### config.mk
export PLATFORM = sky130hd
export DESIGN_NAME = board_mem_arbiter
export DESIGN_NICKNAME = d
export VERILOG_FILES = /design/src/rtl/board_mem_arbiter.sv
export SDC_FILE = /design/constraint.sdc
export NUM_CORES = 1
export LEC_CHECK = 0
export ABC_AREA = 1
export ABC_CLOCK_PERIOD_IN_PS = 7200
export BUFFER_PORTS_ARGS = -buffer_cell sky130_fd_sc_hd__buf_4
export CORE_MARGIN = 1.5
export CORE_UTILIZATION = 54
export CTS_CLUSTER_SIZE = 25
export DETAILED_ROUTE_END_ITERATION = 16
export GPL_TIMING_DRIVEN = 0
export PLACE_DENSITY = 0.85
export SYNTH_ARGS = -nofsm -noshare
export SYNTH_HDL_FRONTEND = slang
export SYNTH_SLANG_ARGS = --single-unit
### constraint.sdc
create_clock -name Clk -period 7.2 [get_ports Clk]
set_input_delay 0.36 -clock Clk [delete_from_list [all_inputs] [get_ports Clk]]
set_output_delay 0.36 -clock Clk [all_outputs]
set_load 0.1 [all_outputs]
### src/rtl/board_mem_arbiter.sv
// Arbiter/sequencer for the single-port game-board RAM shared by renderer, Pac-Man and ghost AI.
// Two-cycle reads, atomic read-modify-write for Pac-Man, wall code returned for off-board tiles.
module board_mem_arbiter #(
  parameter int unsigned COLS         = 28,
  parameter int unsigned ROWS         = 31,
  parameter int unsigned DW           = 4,
  parameter int unsigned RENDER_BURST = 3
) (
  input  logic          Clk,
  input  logic          Reset,
  input  logic          r_req,
  input  logic [4:0]    r_x,
  input  logic [4:0]    r_y,
  output logic          r_gnt,
  output logic          r_valid,
  output logic [DW-1:0] r_data,
  input  logic          p_req,
  input  logic          p_we,
  input  logic [4:0]    p_x,
  input  logic [4:0]    p_y,
  input  logic [DW-1:0] p_wdata,
  output logic          p_gnt,
  output logic          p_valid,
  output logic [DW-1:0] p_rdata,
  input  logic          g_req,
  input  logic [4:0]    g_x,
  input  logic [4:0]    g_y,
  output logic          g_gnt,
  output logic          g_valid,
  output logic [DW-1:0] g_rdata,
  output logic          mem_en,
  output logic          mem_we,
  output logic [9:0]    mem_addr,
  output logic [DW-1:0] mem_wdata,
  input  logic [DW-1:0] mem_rdata
);

  localparam int unsigned CntW = (RENDER_BURST < 1) ? 1 : $clog2(RENDER_BURST + 1);

  typedef enum logic [1:0] {StIdle, StRd1, StRd2, StWr} state_e;
  typedef enum logic [1:0] {OwnRend, OwnPac, OwnGhost} owner_e;

  state_e          r_state, w_state_d;
  owner_e          r_owner;
  logic            r_rmw, r_oor, r_rr_ghost;
  logic [CntW-1:0] r_burst;
  logic [9:0]      r_addr;
  logic [DW-1:0]   r_wdata, r_rbuf;

  logic            w_idle, w_pg_pend, w_pick_ghost, w_burst_full;
  logic            w_gnt_r, w_gnt_p, w_gnt_g, w_any_gnt, w_sel_oor;
  logic [4:0]      w_sel_x, w_sel_y;
  logic [9:0]      w_y10, w_sel_addr;
  logic [DW-1:0]   w_rd_val;

  always_comb begin
    w_idle       = (r_state == StIdle) && !Reset;
    w_pg_pend    = p_req || g_req;
    // Round-robin winner between Pac-Man and ghost; falls to whichever is actually requesting.
    w_pick_ghost = r_rr_ghost ? g_req : !p_req;
    w_burst_full = (r_burst >= CntW'(RENDER_BURST));
    w_gnt_r      = w_idle && r_req && !(w_pg_pend && w_burst_full);
    w_gnt_p      = w_idle && w_pg_pend && !w_gnt_r && !w_pick_ghost;
    w_gnt_g      = w_idle && w_pg_pend && !w_gnt_r && w_pick_ghost;
    w_any_gnt    = w_gnt_r || w_gnt_p || w_gnt_g;

    w_sel_x = w_gnt_r ? r_x : (w_gnt_p ? p_x : g_x);
    w_sel_y = w_gnt_r ? r_y : (w_gnt_p ? p_y : g_y);
    // y*28 + x as shift-add; the board width is fixed at 28 by the address map.
    w_y10      = {5'd0, w_sel_y};
    w_sel_addr = (w_y10 << 4) + (w_y10 << 3) + (w_y10 << 2) + {5'd0, w_sel_x};
    w_sel_oor  = ({1'b0, w_sel_x} >= 6'(COLS)) || ({1'b0, w_sel_y} >= 6'(ROWS));
    w_rd_val   = r_oor ? '1 : mem_rdata;

    r_gnt = w_gnt_r;
    p_gnt = w_gnt_p;
    g_gnt = w_gnt_g;

    mem_en    = !Reset && (r_state != StIdle) && !r_oor;
    mem_we    = !Reset && (r_state == StWr) && !r_oor;
    mem_addr  = r_addr;
    mem_wdata = r_wdata;
  end

  always_comb begin
    w_state_d = r_state;
    unique case (r_state)
      StIdle:  if (w_any_gnt) w_state_d = StRd1;
      StRd1:   w_state_d = StRd2;
      StRd2:   w_state_d = r_rmw ? StWr : StIdle;
      StWr:    w_state_d = StIdle;
      default: w_state_d = StIdle;
    endcase
  end

  always_ff @(posedge Clk) begin
    if (Reset) r_state <= StIdle;
    else       r_state <= w_state_d;
  end

  always_ff @(posedge Clk) begin
    if (Reset) begin
      r_owner    <= OwnRend;
      r_rmw      <= 1'b0;
      r_oor      <= 1'b0;
      r_rr_ghost <= 1'b0;
      r_burst    <= '0;
      r_addr     <= '0;
      r_wdata    <= '0;
      r_rbuf     <= '0;
      r_valid    <= 1'b0;
      p_valid    <= 1'b0;
      g_valid    <= 1'b0;
      r_data     <= '0;
      p_rdata    <= '0;
      g_rdata    <= '0;
    end else begin
      r_valid <= 1'b0;
      p_valid <= 1'b0;
      g_valid <= 1'b0;

      if (w_gnt_p || w_gnt_g)                  r_burst <= '0;
      else if (w_gnt_r)                        r_burst <= w_pg_pend ? r_burst + CntW'(1) : '0;
      else if (r_state == StIdle && !w_pg_pend) r_burst <= '0;

      if (w_gnt_p)      r_rr_ghost <= 1'b1;
      else if (w_gnt_g) r_rr_ghost <= 1'b0;

      if (w_any_gnt) begin
        r_owner <= w_gnt_r ? OwnRend : (w_gnt_p ? OwnPac : OwnGhost);
        r_rmw   <= w_gnt_p && p_we;
        r_oor   <= w_sel_oor;
        r_addr  <= w_sel_addr;
      end
      if (w_gnt_p) r_wdata <= p_wdata;

      if (r_state == StRd2) begin
        r_rbuf <= w_rd_val;
        if (!r_rmw) begin
          unique case (r_owner)
            OwnRend:  begin r_valid <= 1'b1; r_data  <= w_rd_val; end
            OwnPac:   begin p_valid <= 1'b1; p_rdata <= w_rd_val; end
            OwnGhost: begin g_valid <= 1'b1; g_rdata <= w_rd_val; end
            default: ;
          endcase
        end
      end
      // RMW reports the pre-write value once the write cycle has completed.
      if (r_state == StWr) begin
        p_valid <= 1'b1;
        p_rdata <= r_rbuf;
      end
    end
  end

endmodule

-- After elaboration in Yosys (flattened, before gate mapping)
Cells that the tools add are included.
- output and inout port bits: 34
- logic and storage cells: 95
- input bits: 44
- flip-flop bits (word level): 42
- bitwise gates (word level): 2
- $add $sub $neg: 4
- $lt $le $gt $ge: 3
- multiplexer cells: 26
- reduce and logical (&&, ||, !) cells: 38
- eq/ne operators: 7
- operators by type and width (kind ; count):
    $mux W4 ; 5
    $mux W5 ; 4
    $logic_and A1 B1 Y1 ; 14
    $mux W2 ; 7
    $add A10 B5 Y10 ; 1
    $add A10 B7 Y10 ; 1
    $add A9 B8 Y10 ; 1
    $ge A5 B5 Y1 const B ; 2
    $reduce_bool A2 Y1 ; 5
    $mux W1 ; 9
    $reduce_and A3 Y1 ; 3
    $pmux W2 S4 ; 1
    $logic_not A1 Y1 ; 7
    $eq A2 B2 Y1 const B ; 3
    $logic_or A1 B1 Y1 ; 5
    $eq A2 B1 Y1 const B ; 2
    $logic_not A2 Y1 ; 2
    $reduce_or A3 Y1 ; 1
    $add A2 B1 Y2 const B ; 1
    $ge A2 B2 Y1 const B ; 1
    $ne A2 B1 Y1 const B ; 1
    $ne A2 B2 Y1 const B ; 1
    $not A1 Y1 ; 2
    $reduce_or A2 Y1 ; 1

-- Depth between registers and ports, before layout
- word-level depth: 12
- gate-level depth with buffers: 21
- mapped depth without buffers: 20

-- Worst setup path after synthesis
Ideal clock, no wire load.
- path kind: reg2reg
- start point: register r_burst[0]
- end point: register r_addr[9] (netlist: mem_addr[9])
- cell stages (with the launch flop): 20
- path buffers: 0
- period minus slack after synthesis: 3.593 ns
- arrival: 3.471 ns
- required time: 7.078 ns
- path slack: 3.607 ns
- library setup time: 0.122 ns
- cell sequence: dfxtp_1 ha_1 nand2_1 nand2_2 nand2_2 nor2_4 inv_1 nor2_1 nor3_1 inv_1 fa_1 ha_1 ha_1 a21oi_1 nand2_1 a21oi_1 nor2_1 nor2_1 xor2_1 a21oi_1
- word-level cells in the longest chain between the ends: 12
- elaborated cells between the ends (all ways): 17
- those cells by class: 3 x add/sub; 1 x order compare; 4 x mux; 9 x reduce/logical
- RTL lines (what ; line ; source):
    start, declared ; 46 ; logic [CntW-1:0] r_burst;
    start signal, assigned ; 123 ; else if (w_gnt_r) r_burst <= w_pg_pend ? r_burst + CntW'(1) : '0;
    $ge A2 B2 Y1 (*) ; 61 ; w_burst_full = (r_burst >= CntW'(RENDER_BURST));
    $logic_and A1 B1 Y1 (*) ; 62 ; w_gnt_r = w_idle && r_req && !(w_pg_pend && w_burst_full);
    $logic_not A1 Y1 (*) ; 62 ;
    $logic_and A1 B1 Y1 (*) ; 62 ;
    $logic_not A1 Y1 ; 63, 64 ;
    $logic_and A1 B1 Y1 ; 63, 64 ;
    $logic_and A1 B1 Y1 ; 63 ; w_gnt_p = w_idle && w_pg_pend && !w_gnt_r && !w_pick_ghost;
    $mux W5 (2 in series) ; 68 ; w_sel_y = w_gnt_r ? r_y : (w_gnt_p ? p_y : g_y);
    $add A9 B8 Y10 ; 71 ; w_sel_addr = (w_y10 << 4) + (w_y10 << 3) + (w_y10 << 2) + {5'd0, w_sel_x};
    $add A10 B7 Y10 ; 71 ;
    $add A10 B5 Y10 ; 71 ;
    end signal, assigned ; 133 ; r_addr <= w_sel_addr;
    end, declared ; 47 ; logic [9:0] r_addr;
Mark *: on every way between the ends. The rest lies on a longest branch, timed or not.
A chain may end at the register's enable or synchronous reset.

-- Worst setup path after layout
Same ends and word-level chain as after synthesis.

==> metrics <==
Req. time, crit path between 7 and 8 ns; via count roughly 2300; FMAX roughly 240 MHz; Setup Viol. Count Final 0; Starting Density roughly 57%; relative slew slack 51.4%; post-CTS sizing 0; Num CTS Buffers 5; total of max-cap violations 0; commonest non-fill, non-tap cell in the layout buf_4; ys flop type dfxtp_1; FILL cells between 300 and 400; core area 4090 um2; Via density around 5.3; Syn-to-layout area delta 32.2%; Setup Skew between 0.005 and 0.006 ns; syn nets 359; Placer Congestion approximately 0.81; pin count of the biggest net entering global routing 14; status finished, final reports clean; drt wl/cell around 14 um; Post-synth EDFFs 0; post-synthesis sequential area ratio a little over a third; crit path kind reg -> reg; die area roughly 4700 um2; Clk Latency, worst-skew pair 0.30 ns; Worst EP arrival 4.31 ns; number of buffers added for setup after CTS 0; CTS Hold Bufs 0; crit start category register; critical path, cell by cell ha_1, nand2_1, nand2_2, nand2_2, nor2_4, inv_1, nor2_1, nor3_1, inv_1, fa_1, ha_1, ha_1, a21oi_1, nand2_1, a21oi_1, nor2_1, nor2_1, xor2_1, a21oi_1; # IOs 78; chip height ~69 um; gr usage total 26.6%; antenna fix cells 0; Sum Neg Setup Slack 0 ns; Clock Tree Buf Depth 2; asr flop ratio synth 0%; YS warnings 0; FP Rows 23; Tightest Pin Transition 0.724 ns; HPWL after DPL 4440 um; Final Hold Vio Count 0; Die X slightly below 70 um; Layout Nets 443; # DRC 0; slowest stage delay, CP 0.57 ns; synthesized instance count 293; Cells after DPL 420; CTS tree built; post-synthesis cell type count 36; GRT Residual Overflow 0; Clock transition at path regs approximately 0.08 ns; WL final ~5800 um; Final Slew Violations 0; CTS H-tree lvls 2; syn_area_per_cell about 8 um2; number of detailed-routing iterations run before antenna repair 4; Critical Path Fanout Max 7; DRT antenna net count 0; Iteration-0 DRC Markers 182; Non-Filler Instances ~430; initial antenna violation count 0; Final Cycle Share 57.3%; highest-count cells in the layout ignoring fill and taps buf_4 (77), dfxtp_1 (42), nor2_1 (38); crit path capture type register; Final Util 75.4%; Sink Count 42; Worst Hold Class in -> reg; FF+latch count, synth 42; root buf cell clkbuf_8; vias in the first global route ~2100; Fin Hold WS between 0.2 and 0.3 ns; Port Buffer Count just under 80; worst vdd ir between 0.3 and 0.4 mV; global-route wire length before repair 9290 um; slowest stage cell, crit path nor3_1; RSZ-0062 raised after global routing false; Final Critical Period ~4 ns; mapped cell area approximately 2300 um2; ratio of cells with drive above 1 in the final layout a little under a third; PwrDens about 320 nW/um2; leak pwr 1.49 nW
logic make-up after synthesis:
logic type,Yosys count,synth area share [%]
compound gates,73,17.7
xor+xnor,4,1.50
fa+ha+maj,22,14.1
buf+inv,44,7.67
flops,42,36.1
simple gates,108,23.0
sequential cells by signal (all words and copies together) (netlist names), 2 cells and up:
name	flops
mem_addr	10
g_rdata	4
mem_wdata	4
p_rdata	4
r_data	4
r_rbuf	4
r_burst	2
r_owner	2
r_state	2
per-stage QoR:
| stage | cell area [um2] | worst slack (ns) | power, mW |
|---|---|---|---|
| 2_1_floorplan | 2330 | 3.61 | 0.673 |
| 3_3_place_gp | 2970 | 3.12 | 0.775 |
| 3_5_place_dp | 2970 | 3.05 | 0.785 |
| 4_1_cts | 3080 | 3.09 | 0.976 |
| 5_1_grt | 3080 | 2.74 | 1.04 |
| 6_report | 3080 | 3.08 | 0.974 |
power by group:
| part | switching, mW | internal, mW |
|---|---|---|
| clock network | 0.0825 | 0.103 |
| logic | 0.357 | 0.147 |
| registers | 0.0207 | 0.263 |
| total | 0.461 | 0.513 |
worst max-delay path: cells and delay by family (launching register included):
family / cells / cell delay, ns
xor gates and xnor gates: 1 / 0.16
adders and majority gates: 4 / 1.38
AOI/OAI and AO/OA: 3 / 0.38
DFF: 1 / 0.33
buffers and inverters: 2 / 0.42
and+or+nand+nor: 9 / 1.34
path summary, 6_finish.rpt:
| kind | startpoint | endpoint | slack [ns] | cells past startpoint |
|---|---|---|---|---|
| worst max-delay path | r_burst[0]$_SDFFE_PP0P_ | mem_addr[9]$_SDFFE_PP0P_ | 3.08 | 19 |
| worst max register to register | r_burst[0]$_SDFFE_PP0P_ | mem_addr[9]$_SDFFE_PP0P_ | 3.08 | 19 |
| worst min-delay path | p_we | r_rmw$_SDFFE_PP0P_ | 0.28 | 2 |
| worst min register to register | r_burst[1]$_SDFFE_PP0P_ | r_burst[1]$_SDFFE_PP0P_ | 0.47 | 2 |
cell usage after synthesis, drive strengths merged (4+ instances only):
library cell / count / area share (%)
a21oi: 28 / 6.2
clkbuf: 4 / 0.64
dfxtp: 42 / 36
fa: 7 / 6.0
ha: 15 / 8.0
inv: 37 / 6.0
nand2: 41 / 7.2
nand3: 12 / 4.0
nand4: 5 / 1.3
nor2: 43 / 8.1
o211ai: 4 / 1.3
o21ai: 32 / 7.2
layout make-up:
class	count	area, um2	share of cell area [%]
multi-input cells	207	1310	42.6
repair buffers	77	578	18.7
well taps	50	62.6	2.03
clock buffers	6	72.6	2.35
inverters	38	148	4.79
flip-flops and latches	42	841	27.3
clock inverters	2	37.5	1.22
plain buffers	6	31.3	1.01
layer usage:
metal | GRT usage [%] | share of wire (%)
met4 | 7.35 | 0.93
met2 | 45.7 | 49
met3 | 5.52 | 7.5
met1 | 33.9 | 42
met5 | 0 | 0
No activity file was read; power rests on OpenSTA's default activity.
